--- config.mk ---
export PLATFORM = sky130hd
export DESIGN_NAME = gpi_intr
export DESIGN_NICKNAME = d
export VERILOG_FILES = /design/src/rtl/gpi_pkg.sv /design/src/rtl/gpi_debounce.sv /design/src/rtl/gpi_intr.sv
export SDC_FILE = /design/constraint.sdc
export NUM_CORES = 1
export LEC_CHECK = 0
export CORE_AREA = 2 2 145 133
export DETAILED_ROUTE_END_ITERATION = 10
export DIE_AREA = 0 0 147 135
export PLACE_DENSITY_LB_ADDON = 0.2
export SLEW_MARGIN = 25
export SYNTH_ARGS = -nofsm -noshare
export SYNTH_HDL_FRONTEND = slang
export SYNTH_SLANG_ARGS = --single-unit
--- constraint.sdc ---
create_clock -name clk_i -period 1.1 [get_ports clk_i]
set_input_delay 0.22 -clock clk_i [delete_from_list [all_inputs] [get_ports clk_i]]
set_output_delay 0.22 -clock clk_i [all_outputs]
set_load 0.02 [all_outputs]
--- src/rtl/gpi_pkg.sv ---
// Shared definitions for the general-purpose input block: register offsets
// and the byte-enable expansion used by all register writes.
package gpi_pkg;

    localparam logic [9:0] GPI_DATA_OFFSET       = 10'h000;
    localparam logic [9:0] GPI_RISE_EN_OFFSET    = 10'h004;
    localparam logic [9:0] GPI_FALL_EN_OFFSET    = 10'h008;
    localparam logic [9:0] GPI_INTR_STATE_OFFSET = 10'h00C;
    localparam logic [9:0] GPI_RAW_OFFSET        = 10'h010;

    localparam int unsigned GPI_BUS_WIDTH = 32;

    // Expand the four byte enables into a per-bit write mask.
    function automatic logic [GPI_BUS_WIDTH-1:0] gpi_be_to_mask(input logic [3:0] be);
        logic [GPI_BUS_WIDTH-1:0] mask;
        mask = 32'h0000_0000;
        for (int k = 0; k < 4; k++) begin
            mask[8*k +: 8] = {8{be[k]}};
        end
        return mask;
    endfunction

endpackage

--- src/rtl/gpi_debounce.sv ---
// Single-bit debounce filter: the output follows the input only after the
// input has differed from it for DebounceCycles consecutive cycles.
module gpi_debounce
    import gpi_pkg::*;
#(
    parameter int unsigned DebounceCycles = 16
) (
    input  logic clk_i,
    input  logic rst_ni,
    input  logic raw_i,
    output logic deb_o
);

    if (DebounceCycles == 0) begin : g_bypass
        logic deb_q;

        // Filter disabled: register the input directly.
        always_ff @(posedge clk_i or negedge rst_ni) begin
            if (!rst_ni) begin
                deb_q <= 1'b0;
            end else begin
                deb_q <= raw_i;
            end
        end

        assign deb_o = deb_q;
    end else begin : g_filter
        localparam int unsigned CntW = $clog2(DebounceCycles + 1);
        localparam logic [CntW-1:0] CntLast = CntW'(DebounceCycles - 1);

        logic [CntW-1:0] cnt_q, cnt_d;
        logic            deb_q, deb_d;

        // Count disagreeing cycles; commit the new level on the last one.
        always_comb begin
            cnt_d = cnt_q;
            deb_d = deb_q;
            if (raw_i == deb_q) begin
                cnt_d = {CntW{1'b0}};
            end else if (cnt_q == CntLast) begin
                deb_d = raw_i;
                cnt_d = {CntW{1'b0}};
            end else begin
                cnt_d = cnt_q + CntW'(1);
            end
        end

        // Filter state flops.
        always_ff @(posedge clk_i or negedge rst_ni) begin
            if (!rst_ni) begin
                cnt_q <= {CntW{1'b0}};
                deb_q <= 1'b0;
            end else begin
                cnt_q <= cnt_d;
                deb_q <= deb_d;
            end
        end

        assign deb_o = deb_q;
    end

endmodule

--- src/rtl/gpi_intr.sv ---
// General-purpose input block: synchronized, debounced inputs with per-bit
// rise/fall interrupt enables, sticky W1C status and one level interrupt.
module gpi_intr
    import gpi_pkg::*;
#(
    parameter int unsigned GpiWidth       = 16,
    parameter int unsigned SyncStages     = 2,
    parameter int unsigned DebounceCycles = 16
) (
    input  logic                clk_i,
    input  logic                rst_ni,
    input  logic                device_req_i,
    input  logic [31:0]         device_addr_i,
    input  logic                device_we_i,
    input  logic [3:0]          device_be_i,
    input  logic [31:0]         device_wdata_i,
    output logic                device_rvalid_o,
    output logic [31:0]         device_rdata_o,
    input  logic [GpiWidth-1:0] gp_i,
    output logic                gp_intr_o
);

    logic [GpiWidth-1:0] sync_q [SyncStages];
    logic [GpiWidth-1:0] raw_s;
    logic [GpiWidth-1:0] deb_s;
    logic [GpiWidth-1:0] deb_q;
    logic [GpiWidth-1:0] rise_s, fall_s, set_s, clr_s;

    logic [GpiWidth-1:0] rise_en_q, rise_en_d;
    logic [GpiWidth-1:0] fall_en_q, fall_en_d;
    logic [GpiWidth-1:0] intr_state_q, intr_state_d;

    logic                rvalid_q;
    logic [31:0]         rdata_q, rdata_d;
    logic [31:0]         rd_val_s;
    logic                gp_intr_q;

    logic [31:0]         wmask_s;
    logic [GpiWidth-1:0] wmask_g_s;
    logic [GpiWidth-1:0] wdata_g_s;
    logic [9:0]          offset_s;
    logic                wr_s;
    logic                unused_s;

    // Input synchronizer chain; the last stage is the raw sampled value.
    always_ff @(posedge clk_i or negedge rst_ni) begin
        if (!rst_ni) begin
            for (int s = 0; s < SyncStages; s++) begin
                sync_q[s] <= {GpiWidth{1'b0}};
            end
        end else begin
            sync_q[0] <= gp_i;
            for (int s = 1; s < SyncStages; s++) begin
                sync_q[s] <= sync_q[s-1];
            end
        end
    end

    assign raw_s = sync_q[SyncStages-1];

    for (genvar g = 0; g < GpiWidth; g++) begin : g_deb
        gpi_debounce #(
            .DebounceCycles(DebounceCycles)
        ) u_deb (
            .clk_i (clk_i),
            .rst_ni(rst_ni),
            .raw_i (raw_s[g]),
            .deb_o (deb_s[g])
        );
    end

    assign rise_s = deb_s & ~deb_q;
    assign fall_s = ~deb_s & deb_q;
    assign set_s  = (rise_s & rise_en_q) | (fall_s & fall_en_q);

    assign offset_s  = device_addr_i[9:0];
    assign wr_s      = device_req_i & device_we_i;
    assign wmask_s   = gpi_be_to_mask(device_be_i);
    assign wmask_g_s = wmask_s[GpiWidth-1:0];
    assign wdata_g_s = device_wdata_i[GpiWidth-1:0];
    assign unused_s  = ^{device_addr_i[31:10], device_wdata_i, wmask_s};

    // Read mux over the pre-write register state.
    always_comb begin
        rd_val_s = 32'h0000_0000;
        case (offset_s)
            GPI_DATA_OFFSET:       rd_val_s = 32'(deb_s);
            GPI_RISE_EN_OFFSET:    rd_val_s = 32'(rise_en_q);
            GPI_FALL_EN_OFFSET:    rd_val_s = 32'(fall_en_q);
            GPI_INTR_STATE_OFFSET: rd_val_s = 32'(intr_state_q);
            GPI_RAW_OFFSET:        rd_val_s = 32'(raw_s);
            default:               rd_val_s = 32'h0000_0000;
        endcase
    end

    // Register writes; a hardware set beats a same-cycle W1C clear.
    always_comb begin
        rise_en_d = rise_en_q;
        fall_en_d = fall_en_q;
        clr_s     = {GpiWidth{1'b0}};
        if (wr_s && (offset_s == GPI_RISE_EN_OFFSET)) begin
            rise_en_d = (rise_en_q & ~wmask_g_s) | (wdata_g_s & wmask_g_s);
        end else begin
            rise_en_d = rise_en_q;
        end
        if (wr_s && (offset_s == GPI_FALL_EN_OFFSET)) begin
            fall_en_d = (fall_en_q & ~wmask_g_s) | (wdata_g_s & wmask_g_s);
        end else begin
            fall_en_d = fall_en_q;
        end
        if (wr_s && (offset_s == GPI_INTR_STATE_OFFSET)) begin
            clr_s = wdata_g_s & wmask_g_s;
        end else begin
            clr_s = {GpiWidth{1'b0}};
        end
        intr_state_d = (intr_state_q & ~clr_s) | set_s;
    end

    // Read data is returned only for read requests.
    always_comb begin
        if (device_req_i && !device_we_i) begin
            rdata_d = rd_val_s;
        end else begin
            rdata_d = 32'h0000_0000;
        end
    end

    // Register file, edge-detect history, bus response and interrupt flops.
    always_ff @(posedge clk_i or negedge rst_ni) begin
        if (!rst_ni) begin
            deb_q        <= {GpiWidth{1'b0}};
            rise_en_q    <= {GpiWidth{1'b0}};
            fall_en_q    <= {GpiWidth{1'b0}};
            intr_state_q <= {GpiWidth{1'b0}};
            rvalid_q     <= 1'b0;
            rdata_q      <= 32'h0000_0000;
            gp_intr_q    <= 1'b0;
        end else begin
            deb_q        <= deb_s;
            rise_en_q    <= rise_en_d;
            fall_en_q    <= fall_en_d;
            intr_state_q <= intr_state_d;
            rvalid_q     <= device_req_i;
            rdata_q      <= rdata_d;
            gp_intr_q    <= |intr_state_q;
        end
    end

    assign device_rvalid_o = rvalid_q;
    assign device_rdata_o  = rdata_q;
    assign gp_intr_o       = gp_intr_q;

endmodule

* Word-level counts from Yosys, hierarchy flattened
Cells that the tools add are included.
Word-level totals: memories kept 0, logic and storage cells 184, bits in read-only memories 0, output and inout bits 34, flip-flop bits (word level) 226, memory bits (writable) 0, input port bits 88, bits in latches 0
Cells by class: mux-type cells 35, bitwise gates (word level) 33, eq/ne operators 36, multipliers 0, div/mod/pow operators 0, add/sub/neg operators 16, reduce and logical (&&, ||, !) cells 23, order comparisons 0, shifts and indexed selects 0
Operators by type and width (number):
- $mux W5 | 32
- $and A16 B16 Y16 | 8
- $add A5 B1 Y5 const B | 16
- $eq A5 B4 Y1 const B | 16
- $pmux W16 S5 | 1
- $not A16 Y16 | 4
- $or A16 B16 Y16 | 4
- $mux W16 | 2
- $reduce_and A2 Y1 | 16
- $eq A10 B4 Y1 const B | 2
- $eq A1 B1 Y1 | 16
- $not A1 Y1 | 16
- $reduce_or A16 Y1 | 1
- $eq A10 B3 Y1 const B | 1
- $eq A10 B5 Y1 const B | 1
- $logic_not A10 Y1 | 1
- $logic_and A1 B1 Y1 | 4
- $and A1 B1 Y1 | 1
- $logic_not A1 Y1 | 1

* Longest topological paths before layout
Gate-level depths: netlist of the first run.
depth after elaboration 6, mapped depth 6

* Cells and area by module
A second synthesis of the first run with hierarchy kept.
Second synthesis, totals: cells, all modules 709, area total of the unflattened synthesis 9048.7 µm²
By module, submodules not included:
- gpi_intr | instances 1, sequential area each 2852.7 µm², cells each 373, area each 4864.7 µm²
- gpi_debounce | instances 16, sequential area each 150.1 µm², cells each 21, area each 261.5 µm²

* Least setup slack after synthesis of the first run
No wires, ideal clock.
kind input-to-reg, start in device_addr_i[1], end reg (tool-made name), stages on the path 5, data required time 975 ps, setup time 125 ps, path buffers 2, path slack -842 ps, arrival time 1816 ps, cells stage by stage or4_1 -> buf_4 -> or4_4 -> buf_6 -> mux2_4
RTL lines:
- start, declared | line gpi_intr.sv:13 | input logic [31:0] device_addr_i,

==> flow_summary_export.csv, run 1 <==
group,metric,value,unit
outcome,status,"finished, violations left",
outcome,violations,"negative setup slack",
floorplanning,io_pins,122,
setup_path,crit_required,1480,ps
synthesis,synth_edf_count,0,
floorplanning,placementRows,47,
setup_path,path_max_fanout,5,
setup_path,critical_path.cell_chain,"buf_6 -> or4_4 -> buf_6 -> nor4_4 -> buf_4 -> mux2_4",
synthesis,synth_area_leader_cell,"dfrtp_1",
power_and_ir_drop,power_density,1398,nW/um^2
power_and_ir_drop,ir_drop,1.216,mV
timing,layout_min_cycle_time,1423,ps
setup_path,reg2reg_depth,4,
power_and_ir_drop,finalPower,17.44,mW
synthesis,ys_types,34,
placement,io_buffers,65,
hold_path,hold_class,"primary input to flip-flop",
clock_network,cts_tree,"built",
timing,max_freq,0.7029,GHz
setup_path,crit_slowest_cell,"or4_4",
placement,dp_hpwl,13.18,mm
route,dr.pass1.iters,4,
route,wl_per_cell,17.97,um
synthesis,synthesis.area_per_instance,12.47,sq um
setup_path,cp.depth,6,
floorplanning,die_h,135,um
timing,drv_slew,0,
clock_network,clockBufferDepth,3,
route,ant_nets,0,
route,first_iter_violations,280,
floorplanning,core_area,18230,sq um
setup_path,crit_top_cell,"buf_6",
clock_network,cts-htree-levels,1,
clock_network,cts.sinks,210,
timing,setup_violations,122,
final_layout,fill_cells,1251,
placement,postPlaceCellArea,10620,sq um
placement,post-place-ws,-1196,ps
route,wl,20.65,mm
synthesis,synth_top_area_frac,0.5937,
timing,fin_skew,8.650,ps
grt,first_global_vias,6577,
setup_path,cpLargestDelayFamily,"simple AND/OR/NAND/NOR gates",
final_layout,layout.area.seq,5255,sq um
route,num_vias,6007,
timing,timing.final.crit_share,1.293,
final_layout,finalInstanceArea,12470,sq um
setup_path,slowest_delay,590,ps
timing,finalHoldViolCount,0,
synthesis,yosys_warnings,0,
setup_path,cp.arrival,1810,ps
grt,grt_pass1_wl,33.04,mm
clock_network,clk_pin_slew_worst_paths,60,ps
clock_network,clkLatencyLatePin,500,ps
synthesis,synthCells,710,
floorplanning,die_x,147,um
route,vias_per_cell,5.228,
synthesis,synthFlopType,"dfrtp_1",
final_layout,area.growth.synth_to_final,40.92,%
timing,rsz0062_at_grt,"true",
route,drc,0,
grt,antenna_found_initial,0,
synthesis,yosysMostFrequentCell,"dfrtp_1",
grt,globalRouteOverflowTotal,0,
grt,grt_max_degree,40,
synthesis,synthArstFlopShare,1.000,
final_layout,fin_nets,992,
hold_path,hold_depth,1,
timing,setup_tns,-19050,ps
synthesis,ys_seq_area_frac,0.5937,
setup_path,start_kind,"primary input",
synthesis,yosys-top-cells-count,"dfrtp_1 (210), nor2_1 (73), mux2_2 (48), xor2_1 (48), nand3_1 (34)",
synthesis,synth_area_leaders,"dfrtp_1 (59%), mux2_2 (6.1%), xor2_1 (4.7%)",
floorplanning,initial_utilization,0.4855,
final_layout,diodes,0,
setup_path,worst-setup-path-type,"primary input to flip-flop",
synthesis,synth.ff_latch_count,210,
timing,setup_slack,-322.6,ps
grt,grtUsageTotal,0.2068,
power_and_ir_drop,leakagePower,5.833,nW
placement,place.gp.congestion,0.7998,
final_layout,layout-drive-gt1-share,0.3838,
synthesis,syn_area,8851,sq um
setup_path,cp-end-kind,"flip-flop",
flow_run,maxCapViolCount,0,
final_layout,multi_input_area,4369,sq um
setup_path,cp_num_buf_inv,3,
floorplanning,die_area,19850,sq um
clock_network,cts-buffers-inserted,22,
clock_network,root_buffer,"clkbuf_16",
-- cell families after synthesis --
group / count (synthesis) / synth area share
buf+inv: 44 / 0.02771
flops: 210 / 0.5937
compound gates: 80 / 0.05428
mux: 80 / 0.1063
xor+xnor: 48 / 0.04750
other cells: 1 / 0.0004237
fa+ha+maj: 16 / 0.02262
simple gates: 231 / 0.1474
-- power breakdown --
| group | switching, mW | leakage [nW] | internal, mW |
|---|---|---|---|
| Clock | 3.00 | 0.388 | 4.82 |
| Combinational | 0.702 | 2.72 | 0.752 |
| Sequential | 0.230 | 2.73 | 7.94 |
| Total | 3.93 | 5.83 | 13.5 |
-- layout by cell type, fill, tap and decap left out, types with 9 or more instances in the layout --
cell type	netlist	routed
a31oi_1	16	16
and3b_1	32	32
and2_1	23	23
inv_1	9	9
nand3_4	0	13
nor2_4	0	12
mux2_2	48	16
xor2_2	0	14
nor2_1	73	57
mux2_4	16	48
conb_1	1	16
clkdlybuf4s50_1	0	33
mux2i_1	16	16
nand3_1	34	11
clkbuf_8	0	9
dfrtp_1	210	210
nand2_1	16	16
clkbuf_16	0	23
a21oi_1	32	16
buf_6	2	54
and3_1	16	15
xor2_1	48	34
ha_4	0	14
a21oi_2	0	13
buf_4	17	62
a211o_1	16	16
nand3_2	0	10
nor3_1	16	16
-- repair_timing --
item / 4_1_cts / 5_1_grt
buffers inserted: 23 / 15
gates cloned: 1 / 1
endpoints found under the hold margin: 210 / 0
pin swaps: 40 / 39
hold buffers: 1 / 0
gates resized for setup: 197 / 103
endpoints found under the setup margin: 146 / 155
-- layer usage --
| metal | part of all wire | wire length [um] | GRT usage | up-vias |
|---|---|---|---|---|
| li1 | - | - | - | 2810 |
| met1 | 0.41 | 8390 | 0.2610 | 3014 |
| met2 | 0.52 | 10670 | 0.3691 | 143 |
| met3 | 0.051 | 1059 | 0.03818 | 40 |
| met4 | 0.026 | 533 | 0.05662 | 0 |
| met5 | 0 | 0 | 0 | - |
-- metrics by stage --
| stage | instances | hold WS (ps) | util |
|---|---|---|---|
| final | 1149 | 32.28 | 0.6842 |
| after global routing | 1149 | 54.65 | 0.6842 |
| after CTS | 1141 | 21.67 | 0.6505 |
| after detailed placement | 1076 | 149.8 | 0.5827 |
| after global placement | 1076 | 150.3 | 0.5827 |
| after floorplan | 725 | -75.59 | - |
-- final timing paths --
kind | from | to | slack [ps]
worst max-delay path | device_addr_i[8] | flip-flop | -320
worst min-delay path | device_req_i | device_rvalid_o | 30
worst max register to register | g_deb[4].u_deb.g_filter.cnt_q[0] | g_deb[4].u_deb.deb_o | -130
worst min register to register | sync_q[22] | raw_s[6] | 350
max in group asynchronous | rst_ni | g_deb[4].u_deb.g_filter.cnt_q[0] | 390
min in group asynchronous | rst_ni | sync_q[31] | 190
-- cell type report --
type / instances / area share
sequential: 210 / 0.4213
tap: 245 / 0.02458
inverter: 9 / 0.002708
multi-input combinational: 471 / 0.3503
timing repair buffer: 174 / 0.1382
clock inverter: 7 / 0.007323
clock buffer: 33 / 0.05557
No activity file was read; power rests on OpenSTA's default activity.
==> run 2: changes to the inputs <==
RECOVER_POWER = 25   (was default)
==> run 2 against run 1 <==
Against the previous run: the run still ends with negative setup slack left; worst hold slack about the same; critical path depth unchanged; via count about the same; routed wire length about the same; design area down 0.11%; global-route usage unchanged; largest power group unchanged.
==> flow_summary_export.csv, run 2 (synthesis gave the netlist of run 1 again) <==
group,metric,value,unit
floorplanning,initial_utilization,0.4855,
final_layout,layout-drive-gt1-share,0.3838,
grt,grtUsageTotal,0.2068,
grt,grt_max_degree,40,
clock_network,cts_tree,"built",
route,vias_per_cell,5.223,
setup_path,r2r_start,"g_deb[4].u_deb.g_filter.cnt_q[0]",
outcome,status,"finished, violations left",
power_and_ir_drop,pwr-share-comb,0.082,
clock_network,cts-buffers-inserted,22,
setup_path,start_kind,"primary input",
clock_network,cts.sinks,210,
power_and_ir_drop,netSwitchingFraction,0.2260,
timing,max_freq,0.7013,GHz
setup_path,crit_required,1480,ps
setup_path,path_max_fanout,5,
clock_network,clockBufferDepth,3,
final_layout,area.growth.synth_to_final,40.77,%
final_layout,fin_nets,992,
timing,whs,32.20,ps
timing,drv_slew,0,
timing,maxSlewHeadroom,0.4047,
clock_network,clk_pin_slew_worst_paths,60,ps
final_layout,final_common_cell,"dfrtp_1",
setup_path,worst-setup-path-type,"primary input to flip-flop",
floorplanning,io_pins,122,
grt,antenna_found_initial,0,
timing,fin_skew,10.88,ps
hold_path,hold_start,"device_req_i",
timing,setup_slack,-325.9,ps
route,drc,0,
timing,rsz0062_at_grt,"true",
clock_network,cts-htree-levels,1,
setup_path,cp.arrival,1810,ps
floorplanning,placementRows,47,
grt,first_global_vias,6577,
grt,grt_pass1_wl,33.04,mm
route,wl,20.67,mm
outcome,violations,"negative setup slack",
floorplanning,core_area,18230,sq um
timing,layout_min_cycle_time,1426,ps
setup_path,reg2reg_depth,4,
floorplanning,die_area,19850,sq um
route,wl_per_cell,17.99,um
power_and_ir_drop,p_switching,3.941,mW
timing,timing.final.crit_share,1.296,
power_and_ir_drop,intPower,13.50,mW
hold_path,hold_depth,1,
placement,io_buffers,65,
placement,place.gp.congestion,0.7998,
timing,tightestPinTransition,892.9,ps
power_and_ir_drop,clkPwrFrac,0.449,
route,ant_nets,0,
route,dr.pass1.iters,4,
floorplanning,die_h,135,um
power_and_ir_drop,pwr-share-seq,0.468,
power_and_ir_drop,leakagePower,5.832,nW
route,num_vias,6001,
timing,setup_violations,122,
flow_run,maxCapViolCount,0,
grt,globalRouteOverflowTotal,0,
route,first_iter_violations,274,
setup_path,cp-end-kind,"flip-flop",
hold_path,hold_class,"primary input to flip-flop",
setup_path,r2r_slack,-130,ps
clock_network,clkLatencyLatePin,500,ps
power_and_ir_drop,ir_drop,1.211,mV
floorplanning,die_x,147,um
timing,finalHoldViolCount,0,
setup_path,reg2reg_to,"g_deb[4].u_deb.deb_o",
power_and_ir_drop,power_density,1399,nW/um^2
final_layout,fin_util,0.6835,
clock_network,root_buffer,"clkbuf_16",
placement,dp_hpwl,13.18,mm
hold_path,hold_end,"device_rvalid_o",
final_layout,layout_common_cells,"dfrtp_1 (210), buf_4 (62), nor2_1 (57), buf_6 (54), mux2_4 (48)",
final_layout,diodes,0,
-- run 2: per-stage QoR --
stage | area [sq um] | power [mW] | TNS [ps] | std cells | worst slack [ps]
global placement | 10620 | 9.343 | -66770 | 1076 | -1168
finish | 12460 | 17.44 | -19050 | 1149 | -325.9
detailed placement | 10620 | 9.428 | -69700 | 1076 | -1196
floorplan | 9276 | 8.761 | -40990 | 725 | -764.3
CTS | 11860 | 17.43 | -15960 | 1141 | -350.5
global route | 12460 | 18.05 | -31520 | 1149 | -349.4
-- run 2: worst max-delay path by stage --
stage / cells past startpoint / startpoint / slack, ps / end
after floorplan: 5 / device_addr_i[1] / -760 / flip-flop
after global placement: 4 / device_addr_i[1] / -1170 / flip-flop
after detailed placement: 4 / device_addr_i[1] / -1200 / flip-flop
after CTS: 4 / device_addr_i[8] / -350 / flip-flop
after global routing: 6 / device_addr_i[8] / -350 / flip-flop
final: 6 / device_addr_i[8] / -330 / flip-flop
-- run 2: power groups by stage --
stage	combinational, mW	sequential [mW]	clock (mW)
floorplan	0.553	8.21	0
global placement	1.13	8.21	0
detailed placement	1.19	8.24	0
CTS	1.34	8.11	7.98
global route	1.59	8.19	8.27
finish	1.44	8.17	7.83
-- run 2: timing repair --
action / 4_1_cts / 5_1_grt
hold buffers: 1 / 0
gates resized for setup: 197 / 103
pin swaps: 40 / 39
setup buffers: 23 / 15
endpoints found under the hold margin: 210 / 0
gates cloned: 1 / 1
endpoints found under the setup margin: 146 / 155
-- run 2: cell type report --
cell class / instances / area [sq um]
clock inverters: 7 / 91.34
clock buffers: 33 / 693.2
multi-input cells: 471 / 4369
repair buffers: 174 / 1710
flip-flops and latches: 210 / 5255
well taps: 245 / 306.5
inverters: 9 / 33.78
fillers: 1253 / 5771
-- run 2: metal layers --
layer  track usage  wire [um]  part of all wire  vias to the layer above
met3       0.03818       1038             0.050                       38
li1              -          -                 -                     2810
met1        0.2610       8412              0.41                     3015
met2        0.3691      10700              0.52                      138
met4       0.05662        520             0.025                        0
met5             0          0                 0                        -
-- run 2: critical path: stages --
cell and delay [ps]:
buf_6 90, or4_4 590, buf_6 160, nor4_4 250, buf_4 200, mux2_4 300
==> run 3: changes to the inputs <==
CORE_AREA = 5 5 148 136   (was 2 2 145 133)
DIE_AREA = 0 0 153 141   (was 0 0 147 135)
==> run 3 against run 2 <==
Against the previous run: the run still ends with negative setup slack left; routed wire length down 3.6%; core utilization is 3.1 points lower; cell count is 1.5% lower; power is 2.7% lower; highest routed layer unchanged; largest power group unchanged; worst setup slack got worse by 44 ps; first-iteration DRC count rose by 6.6%; design area shrank 2.5%; worst hold slack better by 8.1 ps.
==> flow_summary_export.csv, run 3 (synthesis gave the netlist of run 1 again) <==
group,metric,value,unit
setup_path,cp.arrival,1850,ps
route,wl_per_cell,17.60,um
timing,drv_slew,0,
final_layout,fin_nets,971,
placement,place.gp.congestion,0.7503,
clock_network,clockBufferDepth,3,
clock_network,cts-buffers-inserted,22,
final_layout,diodes,0,
route,first_iter_violations,292,
setup_path,path_max_fanout,4,
setup_path,start_kind,"primary input",
floorplanning,core_area,18620,sq um
timing,finalHoldViolCount,0,
route,drc,0,
timing,rsz0062_at_grt,"true",
setup_path,worst-setup-path-type,"primary input to flip-flop",
final_layout,area.growth.synth_to_final,37.26,%
placement,dp.cells,1072,
final_layout,layout_common_cells,"dfrtp_1 (209), nor2_1 (57), buf_4 (53), buf_6 (49), mux2_4 (40)",
power_and_ir_drop,leakagePower,5.710,nW
placement,dp_hpwl,13.30,mm
outcome,violations,"negative setup slack",
clock_network,clkLatencyLatePin,500,ps
flow_run,maxCapViolCount,0,
timing,setup_slack,-369.5,ps
grt,first_global_vias,6429,
placement,io_buffers,65,
route,ant_nets,0,
final_layout,fill_cells,1369,
grt,antenna_found_initial,0,
floorplanning,io_pins,122,
final_layout,fin_util,0.6526,
final_layout,final_cells,1132,
final_layout,layout.area.seq,5256,sq um
clock_network,cts_tree,"built",
timing,layout_min_cycle_time,1469,ps
route,wl,19.92,mm
hold_path,hold_class,"primary input to flip-flop",
power_and_ir_drop,ir_drop,1.106,mV
grt,globalRouteOverflowTotal,0,
grt,grt_pass1_wl,32.05,mm
floorplanning,die_area,21570,sq um
clock_network,root_buffer,"clkbuf_16",
clock_network,clk_pin_slew_worst_paths,60,ps
route,num_vias,5914,
timing,setup_tns,-20610,ps
floorplanning,initial_utilization,0.4754,
timing,fin_skew,7.908,ps
power_and_ir_drop,finalPower,16.97,mW
floorplanning,placementRows,48,
clock_network,cts-htree-levels,1,
setup_path,crit_required,1480,ps
timing,max_freq,0.6805,GHz
final_layout,layout-drive-gt1-share,0.3753,
route,dr.pass1.iters,4,
grt,grt_max_degree,66,
grt,grtUsageTotal,0.1805,
setup_path,cp-end-kind,"flip-flop",
timing,timing.final.crit_share,1.336,
timing,setup_violations,108,
power_and_ir_drop,power_density,1396,nW/um^2
placement,post-place-ws,-1238,ps
floorplanning,die_h,141,um
floorplanning,die_x,153,um
final_layout,multi_input_area,4308,sq um
final_layout,final_common_cell,"dfrtp_1",
clock_network,cts.sinks,210,
route,vias_per_cell,5.224,
outcome,status,"finished, violations left",
-- run 3: cell types whose count changed in the layout (fill, tap and decap cells not counted), moves of 5 or more --
cell     change
buf_4        -9
a31oi_1      -8
a31oi_4      +8
mux2_2       +8
mux2_4       -8
o21ai_4      -6
buf_6        -5
ha_2         +5
ha_4         -5
o21ai_2      +5
-- run 3: final timing paths --
| check | start | to | slack (ps) | cells past startpoint |
|---|---|---|---|---|
| max | device_addr_i[0] | flip-flop | -370 | 6 |
| min in group asynchronous | rst_ni | sync_q[31] | 200 | 2 |
| max in group asynchronous | rst_ni | g_deb[4].u_deb.g_filter.cnt_q[1] | 160 | 3 |
| max reg2reg | g_deb[4].u_deb.g_filter.cnt_q[1] | g_deb[4].u_deb.deb_o | -150 | 4 |
| min | device_req_i | device_rvalid_o | 40 | 1 |
| min reg2reg | sync_q[18] | raw_s[2] | 350 | 0 |
-- run 3: final cells by class --
| cell class | instances | share of cell area |
|---|---|---|
| tap | 250 | 0.02575 |
| timing repair buffer | 153 | 0.1230 |
| sequential | 210 | 0.4326 |
| clock buffer | 32 | 0.05427 |
| multi-input combinational | 471 | 0.3546 |
| clock inverter | 7 | 0.007003 |
| inverter | 9 | 0.002781 |
-- run 3: repair_timing --
item,in CTS,in global routing
buffers inserted,11,12
hold buffers,1,0
pin swaps,41,34
gates cloned,0,1
setup endpoints to repair,143,152
gates resized for setup,174,100
hold endpoints to repair,210,0
-- run 3: power breakdown --
part	leakage [nW]	total (mW)	switching, mW	internal, mW
Combinational	2.61	1.31	0.668	0.644
Sequential	2.73	8.14	0.205	7.94
Clock	0.372	7.51	2.89	4.61
Total	5.71	17.0	3.77	13.2
-- run 3: per-stage QoR --
stage	hold slack, ps	area (sq um)
6_report	40.33	12150
5_1_grt	47.34	12150
4_1_cts	27.63	11510
3_5_place_dp	53.59	10550
3_3_place_gp	52.78	10550
2_1_floorplan	-75.59	9276
-- run 3: critical path, stage by stage --
cell	delay [ps]
buf_6	100
or4_4	560
buf_6	150
nor4_4	300
buf_4	190
mux2_2	340
-- run 3: metal layers --
metal / share of wire / GRT usage / vias up
li1: - / - / 2767
met1: 0.43 / 0.2403 / 2985
met2: 0.51 / 0.3080 / 122
met3: 0.040 / 0.03100 / 40
met4: 0.021 / 0.05063 / 0
met5: 0 / 0 / -
==> edit, RTL diff (config.mk and constraints of run 1) <==
`DebounceCycles` is set to 16 in 2 places; all go to 8.
--- a/src/rtl/gpi_debounce.sv
+++ b/src/rtl/gpi_debounce.sv
@@ -4,5 +4,5 @@
     import gpi_pkg::*;
 #(
-    parameter int unsigned DebounceCycles = 16
+    parameter int unsigned DebounceCycles = 8
 ) (
     input  logic clk_i,
--- a/src/rtl/gpi_intr.sv
+++ b/src/rtl/gpi_intr.sv
@@ -6,5 +6,5 @@
     parameter int unsigned GpiWidth       = 16,
     parameter int unsigned SyncStages     = 2,
-    parameter int unsigned DebounceCycles = 16
+    parameter int unsigned DebounceCycles = 8
 ) (
     input  logic                clk_i,
Function: no difference found for any inputs over 4 cycles, from zero or initial values and one cycle with rst_ni low; that may be too few to reach the edited logic, so the function may still have changed.
==> edit against run 1 <==
Setup slack better by 0.21 ns. The flow still finishes with violations (negative setup slack). Routed wire length fell by 8.6%. Sequential cell count fell by 16. Critical path depth is 5 lower. Largest cell class unchanged. Design area shrank 9.2%. First-iteration DRC count up 5.7%. Synthesized area fell by 6.8%.
Power is not compared: it rests on default switching activity, and its combinational part moved more than twofold at a synthesized area within 25%.
==> edit: results (changes against run 1) <==
Logic synthesis
  – Synth Area in XOR/XNOR: 0.0340 (-0.0135)
  – Post-synth cell types: 35 (+2.9%)
  – Synth warn: 0 (unchanged)
  – Commonest cells in the netlist: dfrtp_1 (194), nor2_1 (78), mux2_2 (64)
  – Synth Area in Compound Gates: 0.0493 (-0.00501)
  – Mux cell area share after synthesis: 0.126 (+0.0198)
  – Synth area leaders: dfrtp_1 (59%), mux2_2 (8.7%), mux2i_1 (3.9%)
  – Seq/Total Area, Yosys: 0.588 (-0.00549)
  – Synth Area in Adders: 0.0243 (+0.00164)

Drt
  – Post-DR wirelength/cell: 17.1 um (-4.7%)
  – DR iter-0 viols: 296 (+5.7%)
  – Vias: 5713 (-4.9%)
  – Drt pass-1 iters: 4 (unchanged)

STA
  – Post-route setup TNS: -2.24 ns (+16.81 ns)
  – Final worst setup slack: -0.116 ns (+0.207 ns)
  – Post-route clock skew: 0.0125 ns (+0.00385 ns)
  – Setup violations, final: 35 (-71%)

Final layout
  – Layout cell share with drive strength beyond 1: 0.396 (+0.0117)
  – Nets: 948 (-4.4%)
  – Fillcell total: 1391 (+11%)

Hold path
  – Worst Hold Path EP: sync_q[26]$_DFF_PN0_
  – Worst Min Path Start: gp_i[10]

GRT
  – Total GRT Usage: 0.193 (-0.0138)
  – Vias in the first global route: 6008 (-8.7%)
  – First-pass GRT wire length: 30.0 mm (-9.1%)
  – Largest net degree at the start of global routing: 38 (-5.0%)

Setup path
  – Critical path data arrival time: 1.00 ns (-0.81 ns)
  – R2r startpoint: g_deb[6].u_deb.g_filter.cnt_q[0]$_DFF_PN0_
  – Reg2Reg Depth: 4 (unchanged)
  – R2R Setup Slk: -0.09 ns (+0.04 ns)
  – CP max-delay cell: dfrtp_1
  – Worst reg2reg path endpoint: g_deb[6].u_deb.deb_o$_DFFE_PN0P_
  – CP Launch Point: device_rdata_o[6]$_DFF_PN0_
  – Critical path's largest stage delay: 0.42 ns (-0.17 ns)
  – CP Max Fanout: 1 (-4)

CTS
  – Clock tree buffer depth: 2 (-1)
  – Clk Latency, worst-skew pair: 0.44 ns (-0.06 ns)
  – Number of buffers created by CTS: 17 (-23%)
  – H-Tree Depth: 4 (+3)

Outcome
  – Result of the run: finished, violations left
  – Failing checks: negative setup slack

Place
  – Detailed Place HPWL: 12.7 mm (-3.7%)
  – Setup Slack @ Placement: -0.838 ns (+0.358 ns)
  – Cell Area, Placed: 9950 um^2 (-6.3%)

Power
  – Internal power: 14800 uW
[edit: layer usage]
| metal | vias to the layer above | track usage | wire (um) |
|---|---|---|---|
| met4 | 0 | 0.0662 | 369 |
| met1 | 2881 | 0.244 | 8190 |
| met2 | 117 | 0.331 | 9660 |
| met5 | - | 0 | 0 |
| met3 | 26 | 0.0429 | 659 |
| li1 | 2689 | - | - |
[edit: kinds of logic after synthesis]
group                      Yosys count
and+or+nand+nor                    230
DFF                                194
muxes                               96
AOI/OAI and AO/OA                   65
buffers and inverters               33
xor gates and xnor gates            32
adders and majority gates           16
other                                1
[edit: power by group through the flow]
stage | logic, uW | registers (uW) | clock network (uW)
after floorplan | 2410 | 9310 | 0
after global placement | 3650 | 9450 | 0
after detailed placement | 3860 | 9580 | 0
after CTS | 4140 | 9490 | 6420
after global routing | 5230 | 9870 | 6740
final | 4750 | 9690 | 6270
[edit: per-stage QoR]
| step | utilization | instances | hold slack, ns |
|---|---|---|---|
| after floorplan | - | 682 | -0.0756 |
| after global placement | 0.546 | 1049 | 0.148 |
| after detailed placement | 0.546 | 1049 | 0.149 |
| after CTS | 0.597 | 1094 | 0.0513 |
| after global routing | 0.621 | 1102 | 0.204 |
| final | 0.621 | 1102 | 0.214 |
[edit: repair_timing]
| item | 4_1_cts | 5_1_grt |
|---|---|---|
| setup endpoints to repair | 100 | 129 |
| pin swaps | 37 | 50 |
| gates resized for setup | 184 | 93 |
| buffers inserted | 12 | 12 |
| gates cloned | 0 | 1 |
| hold buffers | 1 | 1 |
| endpoints found under the hold margin | 120 | 1 |
[edit: area by class of cell]
type / count / share of cell area
tap: 245 / 0.0271
sequential: 194 / 0.429
clock inverter: 10 / 0.0109
clock buffer: 22 / 0.0419
timing repair buffer: 175 / 0.146
multi-input combinational: 456 / 0.345
